===== src/rtl/pixel_map_pkg.sv =====
// Shared types and constants for the raster coordinate mapper.
// Exports: frame state enum, screen defaults/centres, lane-bus width helper.
package pixel_map_pkg;

  typedef enum logic [1:0] {
    IDLE,
    RUN,
    DRAIN
  } state_e;

  localparam int DEF_BASE_STEP = 4915;
  localparam int DEF_SCREEN_W  = 640;
  localparam int DEF_SCREEN_H  = 480;
  localparam int DEF_CENTRE_X  = DEF_SCREEN_W / 2;
  localparam int DEF_CENTRE_Y  = DEF_SCREEN_H / 2;

  function automatic int centre_of(int n);
    return n / 2;
  endfunction

  function automatic int lane_bus_w(int lanes, int w);
    return lanes * w;
  endfunction

endpackage


===== src/rtl/pixel_raster_mapper_if.sv =====
// View-config inputs and coordinate beat stream of the raster mapper.
// master: mapper side (drives beats/status); slave: control + sink side.
interface pixel_raster_mapper_if #(
  parameter int PIXEL_DATA_WIDTH  = 10,
  parameter int ENGINE_DATA_WIDTH = 25,
  parameter int NUM_LANES         = 1
);
  import pixel_map_pkg::*;

  localparam int RW = lane_bus_w(NUM_LANES, ENGINE_DATA_WIDTH);

  logic                         start;
  logic [2:0]                   zoom;
  logic [ENGINE_DATA_WIDTH-1:0] x_offset;
  logic [ENGINE_DATA_WIDTH-1:0] y_offset;
  logic                         out_valid;
  logic                         out_ready;
  logic [RW-1:0]                real_x;
  logic [ENGINE_DATA_WIDTH-1:0] imag_y;
  logic [PIXEL_DATA_WIDTH-1:0]  pixel_x_out;
  logic [PIXEL_DATA_WIDTH-1:0]  pixel_y_out;
  logic                         out_last;
  logic                         busy;
  logic                         frame_done;

  modport master (
    input  start, zoom, x_offset, y_offset, out_ready,
    output out_valid, real_x, imag_y, pixel_x_out,
    output pixel_y_out, out_last, busy, frame_done
  );

  modport slave (
    output start, zoom, x_offset, y_offset, out_ready,
    input  out_valid, real_x, imag_y, pixel_x_out,
    input  pixel_y_out, out_last, busy, frame_done
  );

endinterface


===== src/rtl/pixel_lane_calc.sv =====
// One coordinate lane: registered d*step, then registered +offset (wraps).
// Ports: clk, reset, en_i (pipeline advance), d_i, step_i, offset_i, res_o.
module pixel_lane_calc #(
  parameter int PIXEL_DATA_WIDTH  = 10,
  parameter int ENGINE_DATA_WIDTH = 25
) (
  input  logic                             clk,
  input  logic                             reset,
  input  logic                             en_i,
  input  logic signed [PIXEL_DATA_WIDTH:0] d_i,
  input  logic [ENGINE_DATA_WIDTH-1:0]     step_i,
  input  logic [ENGINE_DATA_WIDTH-1:0]     offset_i,
  output logic [ENGINE_DATA_WIDTH-1:0]     res_o
);
  localparam int EDW = ENGINE_DATA_WIDTH;

  logic [EDW-1:0] d_ext;
  logic [EDW-1:0] prod_d, prod_q;
  logic [EDW-1:0] res_d, res_q;

  // Only the low EDW bits of the full signed product are kept, and
  // those depend only on the low EDW bits of each operand.
  assign d_ext  = EDW'(d_i);
  assign prod_d = d_ext * step_i;
  assign res_d  = prod_q + offset_i;

  always_ff @(posedge clk) begin
    if (!reset) begin
      prod_q <= '0;
      res_q  <= '0;
    end else if (en_i) begin
      prod_q <= prod_d;
      res_q  <= res_d;
    end
  end

  assign res_o = res_q;

endmodule


===== src/rtl/pixel_raster_mapper.sv =====
// Raster-scan coordinate generator: frame FSM, counters, 3-stage pipeline.
// Ports: clk, reset (sync, active-low), bus (config in, beat stream out).
module pixel_raster_mapper
  import pixel_map_pkg::*;
#(
  parameter int PIXEL_DATA_WIDTH   = 10,
  parameter int ENGINE_DATA_WIDTH  = 25,
  parameter int ENGINE_FRACT_WIDTH = 20,
  parameter int SCREEN_WIDTH       = DEF_SCREEN_W,
  parameter int SCREEN_HEIGHT      = DEF_SCREEN_H,
  parameter int NUM_LANES          = 1,
  parameter int BASE_STEP          = DEF_BASE_STEP
) (
  input logic                   clk,
  input logic                   reset,
  pixel_raster_mapper_if.master bus
);
  localparam int PDW = PIXEL_DATA_WIDTH;
  localparam int EDW = ENGINE_DATA_WIDTH;
  localparam int RW  = lane_bus_w(NUM_LANES, EDW);
  localparam int CX  = centre_of(SCREEN_WIDTH);
  localparam int CY  = centre_of(SCREEN_HEIGHT);
  localparam logic [PDW-1:0] X_LAST = PDW'(SCREEN_WIDTH - NUM_LANES);
  localparam logic [PDW-1:0] Y_LAST = PDW'(SCREEN_HEIGHT - 1);
  localparam logic [PDW-1:0] X_INC  = PDW'(NUM_LANES);

  if (SCREEN_WIDTH % NUM_LANES != 0) begin : g_chk_w
    $error("SCREEN_WIDTH must be a multiple of NUM_LANES");
  end
  if (ENGINE_FRACT_WIDTH >= ENGINE_DATA_WIDTH) begin : g_chk_f
    $error("ENGINE_FRACT_WIDTH must be below ENGINE_DATA_WIDTH");
  end

  state_e         state_q, state_d;
  logic [PDW-1:0] x_cnt_q, x_cnt_d;
  logic [PDW-1:0] y_cnt_q, y_cnt_d;
  logic [2:0]     zoom_q, zoom_d;
  logic [EDW-1:0] x_off_q, x_off_d;
  logic [EDW-1:0] y_off_q, y_off_d;
  logic           done_q, done_d;

  logic           adv, issue, at_end, last_hs;
  logic           s0_vld_q, s0_last_q;
  logic [PDW-1:0] s0_x_q, s0_y_q;
  logic           s1_vld_q, s1_last_q;
  logic [PDW-1:0] s1_x_q, s1_y_q;
  logic           out_vld_q, out_last_q;
  logic [PDW-1:0] out_x_q, out_y_q;
  logic [EDW-1:0] step;
  logic [RW-1:0]  real_x;
  logic [EDW-1:0] imag_y;

  // Every stage moves together; a stalled output freezes the whole pipe.
  assign adv     = bus.out_ready | ~out_vld_q;
  assign at_end  = (x_cnt_q == X_LAST) && (y_cnt_q == Y_LAST);
  assign last_hs = out_vld_q & bus.out_ready & out_last_q;
  assign step    = EDW'(BASE_STEP) >> zoom_q;

  always_comb begin
    state_d = state_q;
    x_cnt_d = x_cnt_q;
    y_cnt_d = y_cnt_q;
    zoom_d  = zoom_q;
    x_off_d = x_off_q;
    y_off_d = y_off_q;
    done_d  = 1'b0;
    issue   = 1'b0;
    unique case (state_q)
      IDLE: begin
        if (bus.start) begin
          state_d = RUN;
          x_cnt_d = '0;
          y_cnt_d = '0;
          zoom_d  = bus.zoom;
          x_off_d = bus.x_offset;
          y_off_d = bus.y_offset;
        end
      end
      RUN: begin
        if (adv) begin
          issue = 1'b1;
          if (at_end) begin
            state_d = DRAIN;
          end else if (x_cnt_q == X_LAST) begin
            x_cnt_d = '0;
            y_cnt_d = y_cnt_q + 1'b1;
          end else begin
            x_cnt_d = x_cnt_q + X_INC;
          end
        end
      end
      DRAIN: begin
        // Stay busy through the frame_done cycle so a start there is ignored.
        done_d = last_hs;
        if (done_q) state_d = IDLE;
      end
      default: state_d = IDLE;
    endcase
  end

  always_ff @(posedge clk) begin
    if (!reset) begin
      state_q    <= IDLE;
      x_cnt_q    <= '0;
      y_cnt_q    <= '0;
      zoom_q     <= '0;
      x_off_q    <= '0;
      y_off_q    <= '0;
      done_q     <= 1'b0;
      s0_vld_q   <= 1'b0;
      s0_last_q  <= 1'b0;
      s0_x_q     <= '0;
      s0_y_q     <= '0;
      s1_vld_q   <= 1'b0;
      s1_last_q  <= 1'b0;
      s1_x_q     <= '0;
      s1_y_q     <= '0;
      out_vld_q  <= 1'b0;
      out_last_q <= 1'b0;
      out_x_q    <= '0;
      out_y_q    <= '0;
    end else begin
      state_q <= state_d;
      x_cnt_q <= x_cnt_d;
      y_cnt_q <= y_cnt_d;
      zoom_q  <= zoom_d;
      x_off_q <= x_off_d;
      y_off_q <= y_off_d;
      done_q  <= done_d;
      if (adv) begin
        s0_vld_q   <= issue;
        s0_last_q  <= at_end;
        s0_x_q     <= x_cnt_q;
        s0_y_q     <= y_cnt_q;
        s1_vld_q   <= s0_vld_q;
        s1_last_q  <= s0_last_q;
        s1_x_q     <= s0_x_q;
        s1_y_q     <= s0_y_q;
        out_vld_q  <= s1_vld_q;
        out_last_q <= s1_last_q;
        out_x_q    <= s1_x_q;
        out_y_q    <= s1_y_q;
      end
    end
  end

  for (genvar k = 0; k < NUM_LANES; k++) begin : g_lane
    logic signed [PDW:0] dx;
    assign dx = $signed({1'b0, s0_x_q})
              + $signed((PDW+1)'(k))
              - $signed((PDW+1)'(CX));
    pixel_lane_calc #(
      .PIXEL_DATA_WIDTH (PDW),
      .ENGINE_DATA_WIDTH(EDW)
    ) u_lane (
      .clk     (clk),
      .reset   (reset),
      .en_i    (adv),
      .d_i     (dx),
      .step_i  (step),
      .offset_i(x_off_q),
      .res_o   (real_x[k*EDW +: EDW])
    );
  end

  logic signed [PDW:0] dy;
  assign dy = $signed({1'b0, s0_y_q}) - $signed((PDW+1)'(CY));

  pixel_lane_calc #(
    .PIXEL_DATA_WIDTH (PDW),
    .ENGINE_DATA_WIDTH(EDW)
  ) u_imag (
    .clk     (clk),
    .reset   (reset),
    .en_i    (adv),
    .d_i     (dy),
    .step_i  (step),
    .offset_i(y_off_q),
    .res_o   (imag_y)
  );

  assign bus.out_valid   = out_vld_q;
  assign bus.out_last    = out_last_q;
  assign bus.pixel_x_out = out_x_q;
  assign bus.pixel_y_out = out_y_q;
  assign bus.real_x      = real_x;
  assign bus.imag_y      = imag_y;
  assign bus.busy        = (state_q != IDLE);
  assign bus.frame_done  = done_q;

endmodule


===== src/flat_wrapper.sv =====
// flat-port wrapper written by rule: the top's interface ports become plain ports
module pixel_raster_mapper_flat import pixel_map_pkg::*;
#(
  parameter int PIXEL_DATA_WIDTH   = 10,
  parameter int ENGINE_DATA_WIDTH  = 25,
  parameter int ENGINE_FRACT_WIDTH = 20,
  parameter int SCREEN_WIDTH       = DEF_SCREEN_W,
  parameter int SCREEN_HEIGHT      = DEF_SCREEN_H,
  parameter int NUM_LANES          = 1,
  parameter int BASE_STEP          = DEF_BASE_STEP
)
  (clk, reset, bus_start, bus_zoom, bus_x_offset, bus_y_offset, bus_out_ready, bus_out_valid, bus_real_x, bus_imag_y, bus_pixel_x_out, bus_pixel_y_out, bus_out_last, bus_busy, bus_frame_done);
  pixel_raster_mapper_if #(.PIXEL_DATA_WIDTH(PIXEL_DATA_WIDTH), .ENGINE_DATA_WIDTH(ENGINE_DATA_WIDTH), .NUM_LANES(NUM_LANES)) bus_i ();
  input logic clk;
  input logic reset;
  input wire logic [$bits(bus_i.start)-1:0] bus_start;
  input wire logic [$bits(bus_i.zoom)-1:0] bus_zoom;
  input wire logic [$bits(bus_i.x_offset)-1:0] bus_x_offset;
  input wire logic [$bits(bus_i.y_offset)-1:0] bus_y_offset;
  input wire logic [$bits(bus_i.out_ready)-1:0] bus_out_ready;
  output wire logic [$bits(bus_i.out_valid)-1:0] bus_out_valid;
  output wire logic [$bits(bus_i.real_x)-1:0] bus_real_x;
  output wire logic [$bits(bus_i.imag_y)-1:0] bus_imag_y;
  output wire logic [$bits(bus_i.pixel_x_out)-1:0] bus_pixel_x_out;
  output wire logic [$bits(bus_i.pixel_y_out)-1:0] bus_pixel_y_out;
  output wire logic [$bits(bus_i.out_last)-1:0] bus_out_last;
  output wire logic [$bits(bus_i.busy)-1:0] bus_busy;
  output wire logic [$bits(bus_i.frame_done)-1:0] bus_frame_done;
  assign bus_i.start = bus_start;
  assign bus_i.zoom = bus_zoom;
  assign bus_i.x_offset = bus_x_offset;
  assign bus_i.y_offset = bus_y_offset;
  assign bus_i.out_ready = bus_out_ready;
  assign bus_out_valid = bus_i.out_valid;
  assign bus_real_x = bus_i.real_x;
  assign bus_imag_y = bus_i.imag_y;
  assign bus_pixel_x_out = bus_i.pixel_x_out;
  assign bus_pixel_y_out = bus_i.pixel_y_out;
  assign bus_out_last = bus_i.out_last;
  assign bus_busy = bus_i.busy;
  assign bus_frame_done = bus_i.frame_done;
  pixel_raster_mapper #(.PIXEL_DATA_WIDTH(PIXEL_DATA_WIDTH), .ENGINE_DATA_WIDTH(ENGINE_DATA_WIDTH), .ENGINE_FRACT_WIDTH(ENGINE_FRACT_WIDTH), .SCREEN_WIDTH(SCREEN_WIDTH), .SCREEN_HEIGHT(SCREEN_HEIGHT), .NUM_LANES(NUM_LANES), .BASE_STEP(BASE_STEP)) u_core (.clk(clk), .reset(reset), .bus(bus_i));
endmodule

===== config.mk =====
export PLATFORM = sky130hd
export DESIGN_NAME = pixel_raster_mapper_flat
export DESIGN_NICKNAME = d
export VERILOG_FILES = /design/src/rtl/pixel_map_pkg.sv /design/src/rtl/pixel_raster_mapper_if.sv /design/src/rtl/pixel_lane_calc.sv /design/src/rtl/pixel_raster_mapper.sv /design/src/flat_wrapper.sv
export SDC_FILE = /design/constraint.sdc
export NUM_CORES = 1
export LEC_CHECK = 0
export CORE_ASPECT_RATIO = 1.1
export CORE_UTILIZATION = 67
export CTS_BUF_LIST = sky130_fd_sc_hd__clkbuf_16
export CTS_CLUSTER_SIZE = 25
export DETAILED_ROUTE_END_ITERATION = 10
export GPL_ROUTABILITY_DRIVEN = 0
export PLACE_DENSITY = 0.88
export SYNTH_ARGS = -nofsm -noshare
export SYNTH_HDL_FRONTEND = slang
export SYNTH_HIERARCHICAL = 1
export SYNTH_SLANG_ARGS = --single-unit

===== constraint.sdc =====
create_clock -name clk -period 10 [get_ports clk]
set_clock_uncertainty 0.05 [all_clocks]
set_input_delay 1.5 -clock clk [delete_from_list [all_inputs] [get_ports clk]]
set_output_delay 1.5 -clock clk [all_outputs]
set_load 0.05 [all_outputs]

After elaboration in Yosys (flattened, before gate mapping)
Cells that the tools add are included.
{"block": "totals", "mem_bits_rw": 0, "reg_bits": 242, "in_bits": 57, "output_inout_bits": 74, "latch_bits": 0, "wordCells": 70, "n_memories": 0, "rom_bits": 0}
{"block": "op_classes", "order_cmp": 0, "muxes": 15, "n_shift": 1, "div_mod_pow": 0, "reduce_logical": 9, "add_sub_neg": 6, "n_eq_ne": 10, "bitwise_logic": 4, "n_mul": 2}
{"operator": "2-to-1 mux 10 bit", "n": 7}
{"operator": "adder 25 bit", "n": 2}
{"operator": "multiplier 11 x 25 -> 25 bit", "n": 2}
{"operator": "one-hot mux 10 bit (2 select lines)", "n": 2}
{"operator": ">> shifter 13 x 3 -> 25 bit (first input constant)", "n": 1}
{"operator": "adder 10 x 1 -> 10 bit (second input constant)", "n": 2}
{"operator": "subtractor 10 x 8 -> 11 bit (second input constant)", "n": 1}
{"operator": "subtractor 10 x 9 -> 11 bit (second input constant)", "n": 1}
{"operator": "== test 10 bit (second input constant)", "n": 1}
{"operator": "== test 10 x 9 -> 1 bit (second input constant)", "n": 1}
{"operator": "2-to-1 mux 2 bit", "n": 4}
{"operator": "inequality test 2 x 1 -> 1 bit (second input constant)", "n": 4}
{"operator": "AND reduction 4 bit", "n": 2}
{"operator": "one-hot mux 2 bit (3 select lines)", "n": 1}
{"operator": "AND reduction 5 bit", "n": 1}
{"operator": "inequality test 2 bit (second input constant)", "n": 2}
{"operator": "AND reduction 2 bit", "n": 2}
{"operator": "nonzero test 2 bit", "n": 2}
{"operator": "AND 1 bit", "n": 2}
{"operator": "== test 2 x 1 -> 1 bit (second input constant)", "n": 1}
{"operator": "== test 2 bit (second input constant)", "n": 1}
{"operator": "logical NOT 2 bit", "n": 1}
{"operator": "logical AND 1 bit", "n": 1}
{"operator": "2-to-1 mux 1 bit", "n": 1}
{"operator": "2 further kinds", "n": 2}

Longest topological paths before layout
Gate-level depths: netlist of the first run.
{"block": "logic_depth", "depth_word": 5, "ltp_mapped": 26, "ltp_nobuf": 24}

By module
Netlist of the first run, hierarchy kept.
{"module": "pixel_lane_calc (u_core.g_lane[0].u_lane)", "seq_area_each_um2": 1001.0, "cells_each": 1124, "instances": 1, "area_per_inst_um2": 9689.3}
{"module": "pixel_lane_calc (u_core.u_imag)", "seq_area_each_um2": 1001.0, "cells_each": 1136, "instances": 1, "area_per_inst_um2": 9582.9}
{"module": "pixel_raster_mapper", "seq_area_each_um2": 2842.7, "cells_each": 712, "instances": 1, "area_per_inst_um2": 5545.3}

Worst setup path after synthesis of the first run
No wires, ideal clock.
{"block": "synth_path", "kind": "reg-to-reg", "startpoint": "register u_core.zoom_q[1]", "endpoint": "register u_core.g_lane[0].u_lane.prod_q[24]", "stages_incl_launch_ff": 22, "setup_time_ns": 0.122, "synth_period_minus_slack_ns": 6.053, "path_slack_ns": 3.947, "path_buffers": 1, "arrival_ns": 5.881, "cell_sequence": "dfxtp_1 -> inv_1 -> ha_1 -> inv_1 -> o21ai_0 -> clkbuf_1 -> nor2_1 -> fa_1 -> fa_1 -> fa_1 -> fa_1 -> inv_1 -> fa_1 -> inv_1 -> ha_1 -> a21o_1 -> a221oi_1 -> o21ai_1 -> a211oi_2 -> o21bai_1 -> o31a_1 -> a221o_1"}
{"block": "synth_between", "elab_chain_len": 2}
{"item": "start, declared", "line": "pixel_raster_mapper.sv:37", "rtl": "logic [2:0] zoom_q, zoom_d;"}
{"item": "start signal, assigned", "line": "pixel_raster_mapper.sv:126", "rtl": "zoom_q <= zoom_d;"}
{"item": ">> shifter 13 x 3 -> 25 bit", "line": "pixel_raster_mapper.sv:57", "rtl": "assign step = EDW'(BASE_STEP) >> zoom_q;"}
{"item": "via u_core.step[1]", "line": "pixel_raster_mapper.sv:49", "rtl": "logic [EDW-1:0] step;"}
{"item": "multiplier 11 x 25 -> 25 bit", "line": "pixel_lane_calc.sv:24", "rtl": "assign prod_d = d_ext * step_i;"}
{"item": "end signal, assigned", "line": "pixel_lane_calc.sv:32", "rtl": "prod_q <= prod_d;"}
{"item": "end, declared", "line": "pixel_lane_calc.sv:18", "rtl": "logic [EDW-1:0] prod_d, prod_q;"}
The timed path passes the listed nets, and every way through them passes these cells.
A chain may end at the register's enable or synchronous reset.

Worst setup path in the final report of the first run
{"block": "layout_path", "startpoint": "register u_core.zoom_q[1]", "endpoint": "register u_core.u_imag.prod_q[24]"}
{"block": "layout_between", "elab_chain_len": 2}
{"item": ">> shifter 13 x 3 -> 25 bit", "line": "pixel_raster_mapper.sv:57"}
{"item": "via u_core.step[1]", "line": "pixel_raster_mapper.sv:49"}
{"item": "multiplier 11 x 25 -> 25 bit", "line": "pixel_lane_calc.sv:24"}
{"item": "end signal, assigned", "line": "pixel_lane_calc.sv:32"}
{"item": "end, declared", "line": "pixel_lane_calc.sv:18"}
The timed path passes the listed nets, and every way through them passes these cells.

==> results of run 1 <==
-- stage by stage --
stage	util [%]	cells	area (µm²)	total power, mW	hold slack, ns
after floorplan	-	3055	25100	3.50	0.379
after global placement	73.2	3535	26600	4.16	0.380
after detailed placement	73.2	3535	26600	4.31	0.394
after CTS	75.5	3583	27400	5.27	0.402
after global routing	75.5	3583	27400	5.70	0.418
final	75.5	3583	27400	5.32	0.404
-- registers in the layout (all words and copies together), names as in the netlist --
register	flops
u_core/u_imag/res_o	25
u_core/s0_y_q	10
u_core/bus.frame_done	1
u_core/bus.out_last	1
u_core/y_cnt_q	10
u_core/u_imag/prod_q	25
u_core/s0_last_q	1
u_core/x_off_q	25
u_core/g_lane.u_lane/prod_q	25
u_core/s1_y_q	10
u_core/zoom_q	3
u_core/bus.pixel_x_out	10
u_core/s1_last_q	1
u_core/s0_x_q	10
u_core/state_q	2
u_core/bus.pixel_y_out	10
u_core/g_lane.u_lane/res_o	25
u_core/x_cnt_q	10
u_core/y_off_q	25
u_core/s1_x_q	10
u_core/s1_vld_q	1
u_core/s0_vld_q	1
u_core/bus.out_valid	1
-- how the worst max path moves through the flow --
stage | cells past startpoint | startpoint | slack (ns) | end
after floorplan | 21 | u_core/zoom_q[1] | 3.95 | u_core/g_lane[0].u_lane/prod_q[24]
after global placement | 20 | u_core/zoom_q[1] | 2.54 | u_core/g_lane[0].u_lane/prod_q[24]
after detailed placement | 22 | u_core/zoom_q[1] | 2.18 | u_core/g_lane[0].u_lane/prod_q[23]
after CTS | 22 | u_core/zoom_q[1] | 2.15 | u_core/u_imag/prod_q[24]
after global routing | 22 | u_core/zoom_q[1] | 1.57 | u_core/u_imag/prod_q[24]
final | 22 | u_core/zoom_q[1] | 1.97 | u_core/u_imag/prod_q[24]
-- layout make-up --
class	instances	area, µm²
multi-input cells	2233	18100
fillers	2574	8910
flip-flops and latches	242	4840
inverters	428	1610
repair buffers	145	1410
clock buffers	27	676
well taps	487	609
clock inverters	21	159
-- synthesized netlist by cell type (all sizes together), types with 5 or more instances --
library cell and number:
a21oi 201, fa 316, nand3 51, o211a 5, o21a 19, nor4 5, or2b 5, nand2b 16
xnor2 80, buf 27, a21o 30, a211oi 18, o21bai 11, nor3 20, ha 177, o41ai 6
a21boi 7, nand3b 6, a41oi 6, and2 179, nand4 9, o21ai 72, nor2 104, o31ai 7
nor2b 40, mux2i 50, nand4b 5, a31oi 19, nor3b 5, and3 16, or3 8, xor2 23
inv 428, and4 8, o211ai 16, dfxtp 242, clkbuf 125, nand2 552
-- logic make-up after synthesis --
logic type,count (synthesis)
buf+inv,580
mux,50
flops,242
simple gates,1039
compound gates,464
xor+xnor,103
fa+ha+maj,493
other cells,1
-- layer usage --
layer	share of wire [%]	up-vias	track usage (%)
li1	-	9549	-
met3	7.0	251	5.01
met1	37	10200	39.1
met4	5.3	0	17.9
met2	51	1008	61.9
met5	0	-	0
-- cells in the final DEF, fill, tap and decap left out, drive strengths merged, types with 20 or more instances in the layout --
| cell type | Yosys | final |
|---|---|---|
| nand2 | 552 | 552 |
| inv | 428 | 430 |
| fa | 316 | 316 |
| dfxtp | 242 | 242 |
| a21oi | 201 | 201 |
| and2 | 179 | 179 |
| ha | 177 | 177 |
| clkdlybuf4s50 | 0 | 129 |
| nor2 | 104 | 104 |
| conb | 1 | 84 |
| xnor2 | 80 | 80 |
| o21ai | 72 | 72 |
| nand3 | 51 | 51 |
| mux2i | 50 | 50 |
| nor2b | 40 | 40 |
| a21o | 30 | 30 |
| clkbuf | 125 | 27 |
| xor2 | 23 | 23 |
| nor3 | 20 | 20 |
-- worst max-delay path, delay by kind of cell (launching register included) --
kind / cells / cell delay (ns)
flops: 1 / 0.89
compound gates: 6 / 2.09
simple gates: 4 / 0.68
buf+inv: 5 / 0.47
fa+ha+maj: 7 / 3.76
-- power groups by stage --
stage                     Clock [mW]  Sequential (mW)  Combinational, mW
after floorplan                    0             1.32               2.18
after global placement             0             1.21               2.95
after detailed placement           0             1.21               3.09
after CTS                      0.952             1.20               3.12
after global routing           0.998             1.20               3.50
final                          0.945             1.20               3.17
==> impl_metrics.json, run 1 <==
{
  "max_freq_mhz": 125,
  "routedWlPerCell_um": 17.6,
  "slew-limit-headroom_pct": 12.2,
  "grtUsageTotal_pct": 34.4,
  "drive_gt1_share_pct": 3.23,
  "clock_latency_ns": 0.55,
  "io_buffers": 130,
  "synth_cell_type_count": 88,
  "r2r_slack_ns": 1.97,
  "firstDrtPassIters": 6,
  "cts_buffers": 26,
  "hold_buffers": 0,
  "hpwl_um": 46400,
  "core_um2": 36400,
  "p_seq_share_pct": 22.6,
  "cp_cell_sequence": "inv_1, ha_1, inv_1, o21ai_2, nand2_1, fa_1, inv_1, fa_1, fa_1, fa_1, inv_1, fa_1, inv_1, ha_1, and4_1, o311ai_1, a31oi_1, o211ai_1, a211oi_1, nor3_1, nand3b_1, a21oi_1",
  "floorplan.die_area_um2": 37800,
  "p_per_area_nw_per_um2": 194,
  "syn_area_um2": 24800,
  "io_pins": 131,
  "hold_end": "u_core/bus.pixel_y_out[4]",
  "setup_viol": 0,
  "drtAntennaViolNets": 0,
  "swShare_pct": 45.3,
  "wl_um": 63000,
  "syn_to_final_growth_pct": 10.6,
  "grt_pass1_vias": 22100,
  "synth_area_leaders": "fa_1 25%, dfxtp_1 20%, ha_1 8.9%, nand2_1 8.3%, inv_1 6.4%",
  "layout_setup_ws_ns": 1.97,
  "grt_max_degree": 108,
  "cpPeakStageDelay_ns": 0.90,
  "synth-simple-area-share_pct": 19.6,
  "synthFlopType": "dfxtp_1",
  "clkTransAtPathRegs_ns": 0.06,
  "synthMuxAreaShare_pct": 2.02,
  "dpl_worst_slack_ns": 2.18,
  "rr_worst_depth": 22,
  "postSynthCellCount": 2972,
  "synth_seq_cells": 242,
  "min_path_type": "reg -> reg",
  "hold_viol": 0,
  "synth_xor_area_share_pct": 3.63,
  "synth_top_family_by_area": "adder cells",
  "tightest_slew_ns": 1.31,
  "cp-end-kind": "flip-flop",
  "die_w_um": 186,
  "vias": 21000,
  "yosysWarnings": 6,
  "syn_area_per_cell_um2": 8.35,
  "cts_htree_levels": 1,
  "maxCapViolCount": 0,
  "synth_compound_area_share_pct": 11.9,
  "yosysTopAreaCell": "fa_1",
  "p_clk_share_pct": 17.8,
  "power_leakage_nw": 12.6,
  "r2r_start": "u_core/zoom_q[1]",
  "start_util_pct": 68.3,
  "tritoncts": "built",
  "finalCritPeriodShare_pct": 80.3,
  "grt_pass1_wl_um": 104000,
  "critical_path_peak_fanout": 27,
  "synthArstFlopShare_pct": 0,
  "pwr-share-comb_pct": 59.6,
  "cts_sinks": 242,
  "path_class": "reg -> reg",
  "critPathLaunchType": "flip-flop",
  "status": "finished, final reports clean",
  "worstPathRequired_ns": 10.42,
  "antenna_found_initial": 0,
  "synth.top_cell.area_share_pct": 25.5,
  "root_buffer": "clkbuf_16",
  "min_from": "u_core/s1_y_q[4]",
  "clk_path_buf_depth": 3,
  "synth_edf_count": 0,
  "num_antenna_cells": 0,
  "critPathSlowestCell": "o21ai_2",
  "timing.final.crit_period_ns": 8.03,
  "grt_overflow": 0,
  "timing.rr.end": "u_core/u_imag/prod_q[24]",
  "whs_path_depth": 2,
  "drc": 0,
  "internal_power_mw": 2.91,
  "fin_tns_setup_ns": 0,
  "rows": 73,
  "fin_nets": 3626,
  "cts_resized": 0,
  "post_cts_buffers": 0,
  "fp.dieH_um": 204,
  "grt_setup_unrepaired": "no",
  "ir_drop_mv": 0.216,
  "yosysSeqAreaShare_pct": 19.5,
  "arrival_ns": 8.45,
  "vias_per_cell": 5.85,
  "final_max_slew_viol_count": 0,
  "netSwitchingPower_mw": 2.41,
  "synthAdderAreaFrac_pct": 34.4,
  "drtIter0Drc": 1475
}
(Power assumes the default switching activity.)
==> inputs of run 2 (changes only) <==
Settings changed: CORE_UTILIZATION 67 to 57, PLACE_DENSITY 0.88 to 0.79.
Clock period 10 ns to 7.3 ns, I/O delays scaled along.
==> impl_metrics.json, run 2 (synthesized netlist as in run 1, its figures left out) <==
{
  "status": "finished, final reports clean",
  "vias_per_cell": 5.64,
  "r2r_slack_ns": 0.54,
  "tightest_slew_ns": 1.23,
  "power_leakage_nw": 12.8,
  "holdWs_ns": 0.400,
  "cp-end-kind": "flip-flop",
  "hpwl_um": 46900,
  "cp-startpoint": "u_core/zoom_q[1]",
  "min_path_type": "reg -> reg",
  "firstDrtPassIters": 5,
  "final_max_slew_viol_count": 0,
  "grt_pass1_wl_um": 106000,
  "placed_area_um2": 26800,
  "clkTransAtPathRegs_ns": 0.06,
  "setup_viol": 0,
  "grtUsageTotal_pct": 28.9,
  "fin_nets": 3651,
  "finalCritPeriodShare_pct": 92.6,
  "post-route-util_pct": 65.3,
  "fin_tns_setup_ns": 0,
  "cts_buffers": 28,
  "drtAntennaViolNets": 0,
  "drive_gt1_share_pct": 3.94,
  "io_pins": 131,
  "cts_sinks": 242,
  "hold_viol": 0,
  "grt_max_degree": 69,
  "grtUsageMet3_pct": 4.08,
  "ir_drop_mv": 0.282,
  "grt_setup_unrepaired": "no",
  "die_w_um": 201,
  "slew-limit-headroom_pct": 17.5,
  "post_cts_buffers": 0,
  "start_util_pct": 58.3,
  "layout_common_cells": "550 x nand2_1, 424 x inv_1, 316 x fa_1",
  "arrival_ns": 7.23,
  "cts_resized": 0,
  "rows": 79,
  "vias": 20800,
  "top_usage_layer": "met2",
  "timing.rr.end": "u_core/u_imag/prod_q[24]",
  "routedWlPerCell_um": 17.1,
  "critical_path_peak_fanout": 26,
  "grt_pass1_vias": 21900,
  "tritoncts": "built",
  "critPathLaunchType": "flip-flop",
  "drtIter0Drc": 1392,
  "maxCapViolCount": 0,
  "max_freq_mhz": 148,
  "core_um2": 42600,
  "fp.dieH_um": 221,
  "power_mw": 7.42,
  "cts_htree_levels": 1,
  "timing.final.crit_period_ns": 6.76,
  "floorplan.die_area_um2": 44400,
  "worstPathRequired_ns": 7.77,
  "hold_buffers": 0,
  "clock_latency_ns": 0.61,
  "final_common_cell": "nand2_1",
  "grt_overflow": 0,
  "syn_to_final_growth_pct": 12.1,
  "drc": 0,
  "fin_area_um2": 27800,
  "met2_usage_pct": 52.1,
  "rr_worst_depth": 22,
  "antenna_found_initial": 1,
  "wl_um": 63100,
  "path_class": "reg -> reg",
  "whs_path_depth": 2,
  "io_buffers": 130,
  "clk_path_buf_depth": 3,
  "r2r_start": "u_core/zoom_q[1]",
  "n_fill_cell": 3428,
  "grtUsageMet1_pct": 33.7,
  "crit_path_end": "u_core/u_imag/prod_q[24]",
  "p_per_area_nw_per_um2": 267,
  "root_buffer": "clkbuf_16",
  "num_antenna_cells": 0
}
==> run 2: cell types whose count changed in the layout (fill, tap and decap cells not counted), moves of 2 or more <==
cell / before / now
o21ai_2: 3 / 0
clkinv_2: 6 / 9
clkinv_1: 7 / 2
bufinv_16: 2 / 5
clkinvlp_4: 4 / 2
nor2b_2: 3 / 1
buf_4: 15 / 38
o21ai_1: 20 / 23
nor2b_1: 36 / 38
==> run 2: final cells by class <==
| type | instances | area [µm²] | share of cell area (%) |
|---|---|---|---|
| multi-input cells | 2233 | 18100 | 65.0 |
| inverters | 428 | 1610 | 5.80 |
| repair buffers | 168 | 1580 | 5.68 |
| clock buffers | 28 | 701 | 2.52 |
| flip-flops and latches | 242 | 4840 | 17.4 |
| well taps | 567 | 709 | 2.55 |
| clock inverters | 24 | 282 | 1.01 |
==> run 2: worst min-delay path by stage <==
stage	start	end	slack, ns
after detailed placement	u_core/g_lane[0].u_lane/res_o[15]	u_core/g_lane[0].u_lane/res_o[15]	0.40
final	u_core/s1_y_q[3]	u_core/s1_y_q[3]	0.40
after floorplan	u_core/g_lane[0].u_lane/prod_q[15]	u_core/g_lane[0].u_lane/prod_q[15]	0.38
after CTS	u_core/s1_y_q[3]	u_core/s1_y_q[3]	0.40
after global placement	u_core/g_lane[0].u_lane/res_o[15]	u_core/g_lane[0].u_lane/res_o[15]	0.39
after global routing	u_core/s1_y_q[3]	u_core/s1_y_q[3]	0.42
==> run 2: routing by layer <==
layer | wire length [µm] | up-vias
met4 | 2980 | 0
met1 | 24200 | 10200
li1 | - | 9640
met3 | 3570 | 202
met5 | 0 | -
met2 | 32400 | 739
==> run 2: metrics by stage <==
stage,instances,setup WS (ns)
floorplan,3055,1.25
global placement,3638,0.881
detailed placement,3638,0.712
CTS,3690,0.714
global route,3690,0.238
finish,3690,0.542
==> run 2: power by group <==
part	internal, mW	leakage [nW]	switching (mW)
clock	0.884	0.490	0.608
combinational	1.76	10.3	2.56
sequential	1.50	1.98	0.114
total	4.14	12.8	3.28
==> run 2: worst max-delay path, stage by stage (launching register included) <==
cell and delay, ns:
dfxtp_1 0.33, buf_4 0.32, ha_1 0.25, nor2b_1 0.48, buf_4 0.38, nand2_1 0.12
fa_1 0.52, inv_1 0.06, fa_1 0.55, fa_1 0.42, fa_1 0.49, inv_1 0.05
fa_1 0.47, inv_1 0.05, ha_1 0.34, a21oi_1 0.22, o21ai_1 0.16, a21o_1 0.19
a2111oi_0 0.53, a211oi_1 0.19, o21ai_0 0.25, nand3b_1 0.10, a21oi_1 0.16
